`src/rtl/ifu_align.sv`:
```
// Instruction fetch aligner: turns a word-wide fetch stream into halfword-aligned
// instruction windows for a mixed 16/32-bit instruction set, with redirect and drop handling.
module ifu_align #(
    parameter logic [31:0] RESET_PC = 32'h0000_0000
) (
    input  logic        clk,
    input  logic        rst_n,
    output logic        fetch_req,
    output logic [31:2] fetch_addr,
    input  logic        fetch_ack,
    input  logic [31:0] fetch_data,
    input  logic        redirect,
    input  logic [31:1] redirect_pc,
    output logic        instr_valid,
    input  logic        instr_ready,
    output logic [31:0] instr_win,
    output logic [31:1] instr_pc,
    input  logic        compressed
);

    logic [15:0] fifo_q [4];
    logic [15:0] shifted [4];
    logic [15:0] fifo_d [4];
    logic [2:0]  count_q;
    logic [2:0]  count_pop;
    logic [2:0]  count_d;
    logic        drop_q;
    logic        skip_lo_q;
    logic        started_q;
    logic [31:2] addr_q;
    logic [31:2] next_addr_q;
    logic [31:1] pc_q;
    logic        accept;
    logic        do_push;
    logic [1:0]  pop_n;
    logic [1:0]  push_n;
    logic [1:0]  slot;
    logic [1:0]  slot_hi;

    // Handshakes: a transfer happens in a cycle where valid and ready are both high
    // at the rising edge; the producer holds its payload stable until then.
    // fetch_req/fetch_addr form the valid/payload of the fetch port, fetch_ack is its ready.
    assign fetch_req  = started_q && (count_q <= 3'd2);
    assign fetch_addr = addr_q;
    assign instr_pc   = pc_q;

    assign instr_win = (count_q >= 3'd2) ? {fifo_q[1], fifo_q[0]} :
                       (count_q == 3'd1) ? {16'h0000, fifo_q[0]}  : 32'h0000_0000;

    assign instr_valid = !redirect &&
                         ((count_q >= 3'd2) || ((count_q == 3'd1) && (fifo_q[0][1:0] != 2'b11)));

    assign accept = instr_valid && instr_ready;
    // Never pop more than is held, even if the decompressor disagrees with the FIFO.
    assign pop_n  = !accept ? 2'd0 : ((compressed || (count_q == 3'd1)) ? 2'd1 : 2'd2);

    assign do_push = fetch_req && fetch_ack && !redirect && !drop_q;
    assign push_n  = !do_push ? 2'd0 : (skip_lo_q ? 2'd1 : 2'd2);

    assign count_pop = count_q - {1'b0, pop_n};
    assign count_d   = count_pop + {1'b0, push_n};
    assign slot      = count_pop[1:0];
    assign slot_hi   = slot + 2'd1;

    always_comb begin
        shifted = fifo_q;
        case (pop_n)
            2'd1: begin
                shifted[0] = fifo_q[1];
                shifted[1] = fifo_q[2];
                shifted[2] = fifo_q[3];
                shifted[3] = 16'h0000;
            end
            2'd2: begin
                shifted[0] = fifo_q[2];
                shifted[1] = fifo_q[3];
                shifted[2] = 16'h0000;
                shifted[3] = 16'h0000;
            end
            default: ;
        endcase
        fifo_d = shifted;
        // Pop is applied first, so the push lands right after the surviving entries.
        if (push_n == 2'd2) begin
            fifo_d[slot]    = fetch_data[15:0];
            fifo_d[slot_hi] = fetch_data[31:16];
        end else if (push_n == 2'd1) begin
            fifo_d[slot] = fetch_data[31:16];
        end
    end

    always_ff @(posedge clk or negedge rst_n) begin
        if (!rst_n) begin
            for (int i = 0; i < 4; i++) fifo_q[i] <= 16'h0000;
            count_q     <= 3'd0;
            drop_q      <= 1'b0;
            skip_lo_q   <= RESET_PC[1];
            started_q   <= 1'b0;
            addr_q      <= RESET_PC[31:2];
            next_addr_q <= RESET_PC[31:2];
            pc_q        <= RESET_PC[31:1];
        end else begin
            started_q <= 1'b1;
            if (redirect) begin
                count_q   <= 3'd0;
                pc_q      <= redirect_pc;
                skip_lo_q <= redirect_pc[1];
                // An unanswered request must finish at its old address; park the new one.
                if (fetch_req && !fetch_ack) begin
                    drop_q      <= 1'b1;
                    next_addr_q <= redirect_pc[31:2];
                end else begin
                    drop_q <= 1'b0;
                    addr_q <= redirect_pc[31:2];
                end
            end else begin
                fifo_q  <= fifo_d;
                count_q <= count_d;
                if (accept) pc_q <= pc_q + {29'd0, pop_n};
                if (fetch_req && fetch_ack) begin
                    if (drop_q) begin
                        drop_q <= 1'b0;
                        addr_q <= next_addr_q;
                    end else begin
                        skip_lo_q <= 1'b0;
                        addr_q    <= addr_q + 30'd1;
                    end
                end
            end
        end
    end

endmodule
```
`config.mk`:
```
export PLATFORM = sky130hd
export DESIGN_NAME = ifu_align
export DESIGN_NICKNAME = d
export VERILOG_FILES = /design/src/rtl/ifu_align.sv
export SDC_FILE = /design/constraint.sdc
export NUM_CORES = 1
export LEC_CHECK = 0
export ABC_AREA = 1
export CAP_MARGIN = 20
export CORE_MARGIN = 2
export CORE_UTILIZATION = 40
export CTS_BUF_LIST = sky130_fd_sc_hd__clkbuf_16
export DETAILED_ROUTE_END_ITERATION = 10
export RECOVER_POWER = 25
export SYNTH_ARGS = -nofsm -noshare
export SYNTH_HDL_FRONTEND = slang
export SYNTH_SLANG_ARGS = --single-unit
```
`constraint.sdc`:
```
create_clock -name clk -period 5.6 [get_ports clk]
set_input_delay 0.84 -clock clk [delete_from_list [all_inputs] [get_ports clk]]
set_output_delay 0.84 -clock clk [all_outputs]
set_load 0.01 [all_outputs]
```
== Word level (Yosys, flattened, before mapping) ==
Index checks and enable logic that the tools add are counted.
Storage, ports and cells
  bits in registers: 161
  input bits: 69
  word-level logic and storage cells: 81
  output and inout port bits: 95
Operators by class
  add/sub/neg operators: 5
  $lt $le $gt $ge: 6
  mux-type cells: 29
  reductions and logical operators: 20
  bitwise logic cells: 2
  equality and inequality tests: 8
Operator list (count)
  $bwmux 64: 3
  $mux 64: 2
  $pmux 64 s2: 1
  $mux 30: 4
  $demux 16 s2: 2
  $mux 31: 2
  $mux 16: 3
  $mux 32: 1
  $add 31x2->31: 1
  $add 30x1->30 const B: 1
  $logic_and 1x1->1: 10
  $mux 2: 4
  $ge 3x3->1 const B: 2
  $lt 3x1->1 const B: 2
  $mux 1: 6
  $ne 2x2->1 const B: 3
  $not 2->3: 2
  $reduce_and 2->1: 3
  $eq 2x1->1 const B: 2
  $eq 2x2->1 const B: 2
  $reduce_bool 2->1: 2
  $add 3x2->3: 1
  $eq 3x1->1 const B: 1
  $ge 3x2->1 const B: 1
  6 further kinds: 9

== Longest topological paths before layout ==
Gate-level depths: netlist of the first run.
  word-level depth: 15
  depth in mapped cells: 21
  mapped depth without buffers: 18

== Least setup slack after synthesis of the first run ==
OpenSTA, ideal clock, no wires.
  kind: input -> register
  start point: input redirect
  end point: register fifo_q[40] (netlist name)
  buffers on the path: 4
  data arrival time: 3318 ps
  stages: 19
  setup time: 113 ps
  slack: 2169 ps
  data required time: 5487 ps
  cells stage by stage: inv_2 > nand2_2 > nor2_4 > nand2_4 > nor2_4 > buf_6 > buf_6 > ha_1 > inv_1 > fa_1 > inv_2 > nand2_1 > buf_2 > buf_1 > nor2_1 > a211oi_1 > nand2_1 > nand2_1 > inv_1
Between the ends
  word-level cells in the longest chain between the ends: 13
  elaborated cells between the ends (all ways): 31
  those cells by class: add/sub (2); order compare (4); eq/ne (4); mux (12); bitwise (2); reduce/logical (7)
Ends and longest elaborated chain
  start, declared: line 12  | input logic redirect,
  $logic_not 1->1: line 50, 57
  $logic_and 1x1->1: line 50  | assign instr_valid = !redirect &&
  $logic_and 1x1->1: line 53  | assign accept = instr_valid && instr_ready;
  $mux 2: line 55  | assign pop_n = !accept ? 2'd0 : ((compressed || (count_q == 3'd1)) ? 2'd1 : 2'd2);
  $sub 3x2->3: line 60  | assign count_pop = count_q - {1'b0, pop_n};
  $add 2x1->2 or $not 2->3 (tied branches): line 63, 85, 88
  $not 2->3 (implied by the code) (tied with other cells): line 86  | fifo_d[slot_hi] = fetch_data[31:16];
  $ge 3x3->1 (implied by the code) (tied with other cells): line 86
  $logic_and 1x1->1 (implied by the code) or $mux 16 (tied branches): line 86, 85, 88
  $mux 16 (implied by the code) or $demux 16 s2 (tied branches): line 86, 85, 88
  $demux 16 s2 (tied with other cells): line 86
  $bwmux 64 or $mux 64 (tied branches): line 86, 87
  $mux 64: line 84  | if (push_n == 2'd2) begin
  end signal, assigned: line 117  | fifo_q <= fifo_d;
  end, declared: line 21  | logic [15:0] fifo_q [4];
Several ways; a longest one is shown, not always the timed one.
A chain may end at the register's enable or synchronous reset.

== Worst setup path after layout of the first run ==
  start point: register count_q[2]
  end point: register fifo_q[3] (netlist name)
Between the ends
  word-level cells in the longest chain between the ends: 15
  elaborated cells between the ends (all ways): 39
  those cells by class: add/sub (2); order compare (6); eq/ne (5); mux (13); bitwise (2); reduce/logical (11)
Ends and longest elaborated chain
  start, declared: line 24  | logic [2:0] count_q;
  start signal, assigned: line 118  | count_q <= count_d;
  branches (longest 14 deep; another with $ge 3x2->1)
  $mux 64 *: line 84
Mark *: on every way between the ends.

==> reports/metrics.cfg, run 1 <==
[critical_path]
timing.rr.start = count_q[2]
worstSetupPathType = reg -> reg
critPathMaxStageDelay_ps = 730
critPathMaxFanout = 25
crit_chain = nor2_4 > a21oi_2 > nor2_4 > ha_1 > inv_1 > fa_1 > inv_2 > nor2_1 > nand2_1 > o21ai_0 > a21oi_1 > nor2_1
cp-end-kind = register
cp_data_required_time_ps = 5960
crit_start = count_q[2]
r2r_slack_ps = 1270
worst_ep_arrival_time_ps = 4690
endpoint = fifo_q[3]
critPathLaunchType = register
r2r-end = fifo_q[3]
cp_slowest_cell = nand2_1
rr_worst_depth = 12

[yosys]
syn_area_sq_um = 11600
postSynthAreaPerCell_sq_um = 6.38
synth_warnings = 0
synth_fp_nets = 1900
synthArstFlopShare_pct = 100
ys_ff_latch = 161
netlist_instances = 1823
ys_seq_area_share_pct = 34.6
synth_top_flop_cell = dfrtp_1
synth_cell_types = 40
synth-edff-count = 0

[floorplanning]
io_pins = 164
die_height_um = 175
core-area_sq_um = 28700
initial_core_util_pct = 40.5
dieArea_sq_um = 30500
die_x_um = 175
rows = 62

[global_route]
grt_overflow_total = 0
grt_util_all_layers_pct = 27.7
grt_first_pass_wirelength_mm = 66.2
grt_pass1_vias = 11700
grt_start_max_net_pins = 88
antenna_found_initial = 0

[layout]
fillers = 2993
antenna_cells = 0
design_area_sq_um = 14100
register_area_sq_um = 4030
drive_gt1_share_pct = 4.63
multi_input_area_sq_um = 6420
syn2layout_area_growth_pct = 20.9
num-nets-final = 2009

[timing]
rsz0062_at_grt = false
hold_violations = 0
layout_min_cycle_time_ps = 4330
finalSetupViolCount = 0
slew_violations = 0
max_freq_mhz = 231
worst_slew_pin_slew_ps = 1120
skew_ps = 13.9
setup_tns_ps = 0
relSlewSlack_pct = 25.4
fin_crit_sh_pct = 77.3

[routing]
vias = 12600
drtAntennaViolNets = 0
drtPass1Iterations = 5
routed_wl_mm = 42.4
initialDrtViolationCount = 1148
routedWlPerCell_um = 18.2
vias_per_cell = 5.43
drcViolationCount = 0

[clock_network]
postCtsHoldBufs = 0
cts_sinks = 161
cts_resized = 0
clock_latency_ps = 440
clk_pin_slew_ps = 80
cts_setup_buffers = 0
cts_tree = done
clockBufferDepth = 2
cts_root_buf = clkbuf_16
numCtsBuffers = 17
h-tree-depth = 4

[place]
io_buffers = 163
place_hpwl_mm = 29.3
place_area_sq_um = 13500
gp_congestion = 0.881

[power_and_ir_drop]
ir_drop_mv = 0.206
p_comb_share_pct = 35.8
power_density_nw_per_um2 = 338
switchingPower_mw = 1.93
p_leak_nw = 6.90
p_int_mw = 2.82
p_sw_share_pct = 40.6
power_frac_seq_pct = 39.2
p_clk_share_pct = 25.0

[status]
status = finished, final reports clean

[run]
drv_cap = 0

[min_path]
hold_path.class = in -> async

## power groups by stage
stage / clock, mW / sequential, mW / combinational (mW)
6_report: 1.19 / 1.86 / 1.70
5_1_grt: 1.25 / 1.91 / 1.92
4_1_cts: 1.20 / 1.85 / 1.70
3_5_place_dp: 0 / 1.88 / 1.69
3_3_place_gp: 0 / 1.87 / 1.68
2_1_floorplan: 0 / 1.77 / 1.10
## area by class of cell
| cell class | instances | area share [%] |
|---|---|---|
| Tap cell | 384 | 3.42 |
| Multi-Input combinational cell | 1366 | 45.7 |
| Inverter | 199 | 5.31 |
| Timing Repair Buffer | 187 | 12.9 |
| Clock buffer | 17 | 3.02 |
| Sequential cell | 161 | 28.6 |
| Clock inverter | 15 | 1.03 |
## worst max-delay path: cells and delay by family (launching register included)
family                     cells  cell delay [ps]
and+or+nand+nor                5             2050
AOI/OAI and AO/OA              3              870
adders and majority gates      2              660
DFF                            1              450
buffers and inverters          2              220
## per-stage QoR
stage	worst slack (ps)	hold slack [ps]	util (%)	power, mW	std cells
finish	1270	468	49.0	4.75	2329
global route	900	517	49.0	5.07	2329
CTS	1330	509	49.0	4.76	2328
detailed placement	1080	494	47.0	3.57	2296
global placement	1200	487	47.0	3.55	2296
floorplan	2170	480	-	2.87	1823
## flip-flops by register name, indices dropped and copies added (netlist names)
| register | cells |
|---|---|
| drop_q | 1 |
| fifo_q | 64 |
| instr_pc | 31 |
| count_q | 3 |
| fetch_addr | 30 |
| next_addr_q | 30 |
| started_q | 1 |
| skip_lo_q | 1 |
## synthesized netlist by cell type (all sizes together) (19+ instances only)
| master | number | area, sq um |
|---|---|---|
| o21ai | 57 | 285 |
| buf | 47 | 257 |
| a21oi | 134 | 674 |
| a31oi | 30 | 188 |
| nand3 | 101 | 505 |
| nand2 | 591 | 2230 |
| nor2 | 249 | 975 |
| inv | 197 | 739 |
| o22ai | 21 | 131 |
| dfrtp | 161 | 4030 |
| nand4 | 46 | 288 |
| xor2 | 21 | 184 |
| nor3 | 24 | 125 |
| clkbuf | 50 | 188 |
| a211oi | 19 | 143 |
## layer usage
metal	wire, um	vias to the layer above	GRT usage [%]
met5	0	-	0
met3	2820	90	3.74
met1	18300	5916	37.3
li1	-	6118	-
met4	1740	0	12.2
met2	19600	517	44.6
## worst min path at each step
stage	end	slack (ps)
final	instr_pc[6]	470
after CTS	instr_pc[5]	510
after floorplan	next_addr_q[31]	480
after global placement	next_addr_q[31]	490
after global routing	next_addr_q[22]	520
after detailed placement	next_addr_q[22]	490
## cells by family (layout without fill, tap and decap cells)
family,Yosys count,after routing,synth area share [%]
other,1,1,0.0322
xor gates and xnor gates,33,33,2.48
adders and majority gates,8,8,1.05
buffers and inverters,296,418,10.2
muxes,12,12,1.16
and+or+nand+nor,1025,1025,36.3
DFF,161,161,34.6
AOI/OAI and AO/OA,287,287,14.1
## layout by cell type, fill, tap and decap left out, drive strengths merged, types with 2 or more instances in the layout
master / Yosys / layout
nor4: 3 / 3
fa: 3 / 3
nand4: 46 / 46
nor2: 249 / 249
o21ai: 57 / 57
a211oi: 19 / 19
a31oi: 30 / 30
a21oi: 134 / 134
xor2: 21 / 21
a221oi: 7 / 7
nand3b: 11 / 11
o221ai: 4 / 4
o22ai: 21 / 21
clkbuf: 50 / 18
o211ai: 11 / 11
nand3: 101 / 101
nor3: 24 / 24
a22oi: 3 / 3
buf: 47 / 25
clkdlybuf4s50: 0 / 161
mux2: 12 / 12
xnor2: 12 / 12
ha: 5 / 5
clkinv: 2 / 5
inv: 197 / 206
clkinvlp: 0 / 2
nand2: 591 / 591
dfrtp: 161 / 161
No activity file was read; power rests on OpenSTA's default activity.
==> run 2: changes to the inputs <==
clock period = 3.9 ns   (was 5.6 ns; I/O delays follow)
==> run 2 against run 1 <==
The run now ends with capacitance limit, slew limit left. Sequential power is 43% higher. Global-route usage is 0.24 points higher. Clock skew is 7.5 ps higher. Total power is 43% higher. Core utilization is 0.40 points higher. Fmax is 24% higher. Critical path depth is 5 higher.
==> reports/metrics.cfg, run 2 (synthesis gave the netlist of run 1 again) <==
[min_path]
hold_path.class = reg -> reg

[routing]
initialDrtViolationCount = 1184
routed_wl_mm = 42.3
drtAntennaViolNets = 0
drcViolationCount = 0
drtPass1Iterations = 5
routedWlPerCell_um = 18.0
vias = 12700
vias_per_cell = 5.40

[timing]
relSlewSlack_pct = -29.2
hold_violations = 0
max_freq_mhz = 287
fin_crit_sh_pct = 89.2
worst_slew_pin_slew_ps = 1940
layout_min_cycle_time_ps = 3480
worst_slack_ps = 420
skew_ps = 21.4
slew_violations = 128
setup_tns_ps = 0
finalSetupViolCount = 0
rsz0062_at_grt = false

[layout]
num-nets-final = 2027
largest_register_ffs = 64
final_util_pct = 49.4
layout_common_cells = 586 x nand2_1, 243 x nor2_1, 191 x inv_1
antenna_cells = 0
top_register = fifo_q
drive_gt1_share_pct = 5.35
syn2layout_area_growth_pct = 21.9
final_common_cell = nand2_1
design_area_sq_um = 14200

[global_route]
grt_util_all_layers_pct = 27.9
grt_first_pass_wirelength_mm = 67.0
grt_pass1_vias = 11900
antenna_found_initial = 0
grt_start_max_net_pins = 80
grt_overflow_total = 0

[critical_path]
critical_path.top_delay_family = simple AND/OR/NAND/NOR gates
cp_data_required_time_ps = 4200
worst_ep_arrival_time_ps = 3780
critPathLaunchType = register
critPathMaxStageDelay_ps = 630
cp-end-kind = register
crit_chain = nor2_4 > nand2_2 > nand2_2 > nor2_4 > nand2_4 > nor2_4 > ha_1 > inv_1 > fa_1 > inv_2 > nor2_1 > inv_1 > o22ai_1 > nand2_1 > nand2_1 > a31oi_1 > a21oi_1
critPathMaxFanout = 21
cp_slowest_cell = inv_1
crit_top_cell = nor2_4
worstSetupPathType = reg -> reg
critPathBufInv = 3

[status]
status = finished with violations
violations = capacitance limit, slew limit

[clock_network]
clock_latency_ps = 430
clk_pin_slew_ps = 60
cts_root_buf = clkbuf_16
cts_setup_buffers = 0
cts_tree = done
cts_resized = 0
cts_sinks = 161
numCtsBuffers = 17
h-tree-depth = 4
postCtsHoldBufs = 0
clockBufferDepth = 2

[place]
gp_congestion = 0.876
io_buffers = 163
place_hpwl_mm = 29.9
place_area_sq_um = 13600
place_worst_setup_slack_ps = 279

[floorplanning]
dieArea_sq_um = 30500
io_pins = 164
core-area_sq_um = 28700
die_x_um = 175
rows = 62
initial_core_util_pct = 40.5
die_height_um = 175

[power_and_ir_drop]
power_density_nw_per_um2 = 479
p_leak_nw = 6.95
ir_drop_mv = 0.313
p_total_mw = 6.79

[run]
drv_cap = 3

==> run 2: cell count changes in the layout (fill, tap and decap cells not counted), sizes merged <==
| cell | before | now |
|---|---|---|
| clkbuf | 18 | 20 |
| inv | 206 | 200 |
| buf | 25 | 41 |
| clkinv | 5 | 7 |
| clkinvlp | 2 | 6 |
==> run 2: worst reg2reg max path, cell delays in order (launching register included) <==
cell	delay (ps)
dfrtp_1	450
nor2_4	360
nand2_2	100
nand2_2	90
nor2_4	40
nand2_4	90
nor2_4	50
ha_1	170
inv_1	60
fa_1	470
inv_2	180
nor2_1	90
inv_1	630
o22ai_1	170
nand2_1	110
nand2_1	50
a31oi_1	170
a21oi_1	90
==> run 2: per-stage QoR <==
stage	hold slack, ps	instances
2_1_floorplan	289	1823
3_5_place_dp	494	2315
6_report	507	2347
5_1_grt	513	2347
4_1_cts	39.5	2347
3_3_place_gp	488	2315
==> run 2: path summary, 6_finish.rpt <==
path	from	depth (start not counted)	to	slack, ps
min in group asynchronous	rst_n	1	instr_pc[6]	680
max	count_q[2]	17	fifo_q[52]	420
min reg2reg	next_addr_q[25]	1	next_addr_q[25]	510
max in group asynchronous	rst_n	2	fifo_q[49]	610
min	next_addr_q[25]	1	next_addr_q[25]	510
max reg2reg	count_q[2]	17	fifo_q[52]	420
==> run 2: layout make-up <==
class,instances,area (sq um)
Multi-Input combinational cell,1366,6420
Clock buffer,17,425
Timing Repair Buffer,205,1940
Tap cell,384,480
Inverter,199,747
Sequential cell,161,4030
Clock inverter,15,135
Fill cell,2945,14500
==> run 2: power breakdown <==
part / internal (mW) / total [mW] / switching (mW)
Combinational: 1.04 / 2.47 / 1.43
Clock: 0.885 / 1.66 / 0.777
Sequential: 2.13 / 2.66 / 0.523
==> run 2: routing by layer <==
metal / wire [um] / GRT usage [%] / share of wire, % / vias to the layer above
met1: 18000 / 37.9 / 43 / 5908
met2: 19800 / 45.7 / 47 / 557
met5: 0 / 0 / 0 / -
met3: 3040 / 3.17 / 7.2 / 78
li1: - / - / - / 6135
met4: 1470 / 11.1 / 3.5 / 0
==> run 3: changes to the inputs <==
GPL_ROUTABILITY_DRIVEN = 1   (was unset)
clock period = 3.1 ns   (was 3.9 ns; I/O delays follow)
==> run 3 against run 2 <==
The flow still finishes with violations (capacitance limit, slew limit). Combinational power grew 28%. Sequential cell count is the same. Critical path depth grew 1. Routed wire length grew 1.2%. Clock-buffer cell count is the same. Design area grew 2.7%. Global-route usage shrank 0.088 points. Total power grew 30%. Worst hold slack lost 22 ps. First-iteration DRC count shrank 1.6%. Largest power group unchanged.
==> reports/metrics.cfg, run 3 (synthesis gave the netlist of run 1 again) <==
[clock_network]
cts_sinks = 161
clk_pin_slew_ps = 70
clock_latency_ps = 440
h-tree-depth = 4
numCtsBuffers = 17
clockBufferDepth = 2
cts_tree = done
cts_root_buf = clkbuf_16

[layout]
layout_common_cells = 585 x nand2_1, 242 x nor2_1, 191 x inv_1
final_common_cell = nand2_1
top_register = fifo_q
fillers = 2941
design_area_sq_um = 14600
largest_register_ffs = 64
syn2layout_area_growth_pct = 25.2
antenna_cells = 0
num-nets-final = 2066
drive_gt1_share_pct = 7.49

[routing]
routedWlPerCell_um = 17.9
drtAntennaViolNets = 0
vias_per_cell = 5.35
drtPass1Iterations = 6
vias = 12800
drcViolationCount = 0
routed_wl_mm = 42.8
initialDrtViolationCount = 1165

[timing]
skew_ps = 17.4
layout_min_cycle_time_ps = 2910
relSlewSlack_pct = -16.4
worst_slack_ps = 188
hold_ws_ps = 485
slew_violations = 65
setup_tns_ps = 0
rsz0062_at_grt = false
fin_crit_sh_pct = 93.9
finalSetupViolCount = 0
worst_slew_pin_slew_ps = 1750
hold_violations = 0
max_freq_mhz = 343

[power_and_ir_drop]
p_total_mw = 8.84
p_leak_nw = 7.20
power_density_nw_per_um2 = 607
ir_drop_mv = 0.384

[critical_path]
r2r_slack_ps = 190
timing.rr.start = count_q[2]
rr_worst_depth = 18
worstSetupPathType = reg -> reg
critPathMaxFanout = 6
worst_ep_arrival_time_ps = 3270
cp-end-kind = register
r2r-end = fifo_q[57]
cp_data_required_time_ps = 3460
critPathLaunchType = register

[status]
violations = capacitance limit, slew limit
status = finished with violations

[floorplanning]
core-area_sq_um = 28700
io_pins = 164
die_height_um = 175
initial_core_util_pct = 40.5
dieArea_sq_um = 30500
die_x_um = 175
rows = 62

[min_path]
hold_path.class = in -> async

[place]
io_buffers = 163
gp_congestion = 0.916
place_hpwl_mm = 31.1
place_area_sq_um = 13900
place_worst_setup_slack_ps = -105

[global_route]
grt_first_pass_wirelength_mm = 66.8
antenna_found_initial = 0
grt_overflow_total = 0
grt_start_max_net_pins = 65
grt_pass1_vias = 12000
grt_util_all_layers_pct = 27.9

[run]
drv_cap = 1

run 3: cell count changes in the layout (fill, tap and decap cells not counted), moves of 2 or more:
cell	before	now
dfrtp_2	0	2
dfrtp_1	161	159
inv_8	2	0
buf_4	39	77
clkinvlp_4	6	2
bufinv_16	1	4
inv_6	1	5
run 3: stage by stage:
stage	std cells	utilization, %
global placement	2353	48.6
global route	2386	50.7
CTS	2385	50.8
detailed placement	2353	48.6
finish	2386	50.7
floorplan	1823	-
run 3: layout make-up:
| class | count | area, sq um | share of cell area (%) |
|---|---|---|---|
| Timing Repair Buffer | 244 | 2250 | 15.4 |
| Multi-Input combinational cell | 1366 | 6430 | 44.1 |
| Clock buffer | 17 | 425 | 2.92 |
| Tap cell | 384 | 480 | 3.30 |
| Clock inverter | 15 | 204 | 1.40 |
| Inverter | 199 | 747 | 5.13 |
| Sequential cell | 161 | 4030 | 27.7 |
run 3: report_power, final:
group | internal [mW] | switching, mW | leakage (nW) | total (mW)
combinational | 1.35 | 1.80 | 5.03 | 3.15
clock | 1.36 | 0.994 | 0.300 | 2.36
sequential | 2.68 | 0.654 | 1.87 | 3.34
run 3: layer usage:
| layer | track usage (%) | wire, um | vias to the layer above |
|---|---|---|---|
| met5 | 0 | 0 | - |
| met4 | 10.6 | 1370 | 0 |
| met3 | 3.87 | 2730 | 81 |
| met2 | 46.8 | 20200 | 495 |
| met1 | 36.5 | 18500 | 5975 |
| li1 | - | - | 6218 |
run 3: how the worst max path moves through the flow:
stage	startpoint	endpoint	slack (ps)	cells past startpoint
after floorplan	count_q[1]	fifo_q[40]	10	20
after global routing	count_q[0]	fifo_q[48]	3	18
final	count_q[2]	fifo_q[57]	190	18
after detailed placement	instr_ready	fifo_q[57]	-110	15
after CTS	count_q[1]	fifo_q[57]	130	18
after global placement	instr_ready	fifo_q[63]	-100	14
run 3: critical path, stage by stage (launching register included):
cell	delay (ps)
dfrtp_2	450
inv_2	70
nand2_1	70
nor2_1	170
nor2_4	70
nand2_4	100
nor2_4	50
ha_1	180
inv_1	60
fa_1	460
inv_2	120
nor2_2	50
buf_4	170
nor2_1	100
inv_1	60
a22oi_2	240
buf_4	210
nand2_1	60
a21oi_1	140
run 3: what timing repair did:
action	4_1_cts	5_1_grt
endpoints found under the setup margin	0	41
setup buffers	0	1
hold buffers	0	0
resized for setup	0	4
==> variant, RTL diff (config.mk and constraints of run 3) <==
Reset style: synchronous (`rst_n`), changed in one clocked block.
--- a/src/rtl/ifu_align.sv
+++ b/src/rtl/ifu_align.sv
@@ -91,3 +91,3 @@
 
-    always_ff @(posedge clk or negedge rst_n) begin
+    always_ff @(posedge clk) begin
         if (!rst_n) begin
Behaviour: differs if rst_n is asserted again (counterexample within 4 cycles, from zero or initial values and one cycle with rst_n low); with rst_n held inactive, the same outputs for 4 cycles.
==> variant against run 3 <==
  * The flow still finishes with violations (max-capacitance violations, max-slew violations)
  * Area after synthesis is 4.2% lower
  * Final area is 5.3% lower
  * Core utilization is 0.82 points lower
  * Wire length is 1.9% higher
  * Sequential share of layout area is 4.3 points lower
  * Sequential cell count stayed put
  * Clock skew is 2.9 ps lower
  * Global-route usage is 2.0 points higher
  * Via count is 3.1% higher
  * Worst setup slack better by 97 ps
  * Critical path type unchanged
  * Largest cell class unchanged
Power is not compared: it rests on default switching activity, and its combinational part moved more than twofold at a synthesized area within 25%.
==> variant: results (changes against run 3) <==
[global_routing]
met2_usage_pct = 52.6  ; +5.8 points
grt_pass1_vias = 12343  ; +3.2%
grt_max_degree = 66  ; +1.5%
grt_usage_pct = 29.9  ; +2.0 points
use_met1_pct = 36.7  ; +0.23 points
met3_usage_pct = 3.33  ; -0.54 points

[run]
cap_violations = 1  ; unchanged

[worst_setup_path]
rr_worst_depth = 14  ; -4
cp_top_family = simple AND/OR/NAND/NOR gates
worstReg2RegStart = fifo_q[48]
slowest_delay_ps = 530  ; +70 ps
cp.arrival_ps = 3120  ; -150 ps
ff2ff_setup_slack_ps = 290  ; +100 ps
crit_fanout = 11  ; +5
reg2reg_to = fifo_q[5]

[layout]
stdcell_area_mm2 = 0.0138  ; -5.3%
layout.nets = 2130  ; +3.1%
clock_area_share_pct = 4.24  ; -0.085 points
fill_cells = 2981  ; +1.4%
n_all_inverters = 179  ; -10%
fin_cells = 2444  ; +2.4%
drive_above_1_share_pct = 5.86  ; -1.6 points
multiInputGateArea_mm2 = 0.00673  ; +4.6%
num-nonclk-buffers = 223  ; -8.6%
seq_share_pct = 23.4  ; -4.3 points
layout.nonclk_buf_share_pct = 15.3  ; -0.099 points

[outcome]
violations = max-capacitance violations, max-slew violations
outcome = finished, violations left

[yosys]
synthAdderAreaFrac_pct = 1.10  ; +0.046 points
yosysSeqAreaShare_pct = 28.9  ; -5.7 points
muxShareOfSynthArea_pct = 0  ; -1.2 points
yosysUniqueCellTypes = 48  ; +20%
synth.area.top_cells = dfxtp_1 29%, nand2_1 19%, nor2_1 11%
synth-compound-area-share_pct = 16.1  ; +2.1 points
synthCells = 1916  ; +5.1%
synth_xor_area_share_pct = 1.89  ; -0.60 points
synth_fp_nets = 1993  ; +4.9%

[sta]
slew_headroom_pct = -21.3  ; -4.9 points
final.setup_skew_ps = 14.5  ; -2.91 ps
maxSlewViolCount = 43  ; -34%

[drt]
wl_met1_um = 18000  ; -3.0%
wl_met3_um = 2550  ; -6.7%
initialDrtViolationCount = 1269  ; +8.9%
first_pass_iters = 5  ; -1
wl_um = 43600  ; +1.9%
wl_met2_um = 21400  ; +5.8%

[hold_path]
min_path_type = flip-flop to flip-flop

[cts]
clk_latency_ps = 450

[place]
gp_congestion = 0.929  ; +1.4%
placed_area_mm2 = 0.0132  ; -5.1%
dp_hpwl_um = 30900  ; -0.63%

## variant: cell types whose count changed in the layout (fill, tap and decap cells not counted), moves of 17 or more
cell,change
nor3_1,+24
dfrtp_1,-159
dfxtp_1,+161
nand2_1,-27
a211oi_1,-17
nor2_1,+93
buf_4,-23
inv_1,-19
a21oi_1,-46
o21ai_0,+111
## variant: worst min-delay path by stage
| stage | start | endpoint | slack [ps] | cells after the start |
|---|---|---|---|---|
| finish | next_addr_q[3] | next_addr_q[3] | 450 | 2 |
| global route | next_addr_q[6] | next_addr_q[6] | 470 | 2 |
| global placement | next_addr_q[12] | next_addr_q[12] | 430 | 2 |
| floorplan | next_addr_q[12] | next_addr_q[12] | 420 | 2 |
| CTS | next_addr_q[6] | next_addr_q[6] | 450 | 2 |
| detailed placement | next_addr_q[6] | next_addr_q[6] | 440 | 2 |
## variant: per-stage QoR
step	hold slack [ps]	worst slack, ps
global placement	433	43.3
global route	475	28.0
detailed placement	444	25.5
floorplan	425	189
finish	454	286
CTS	455	290
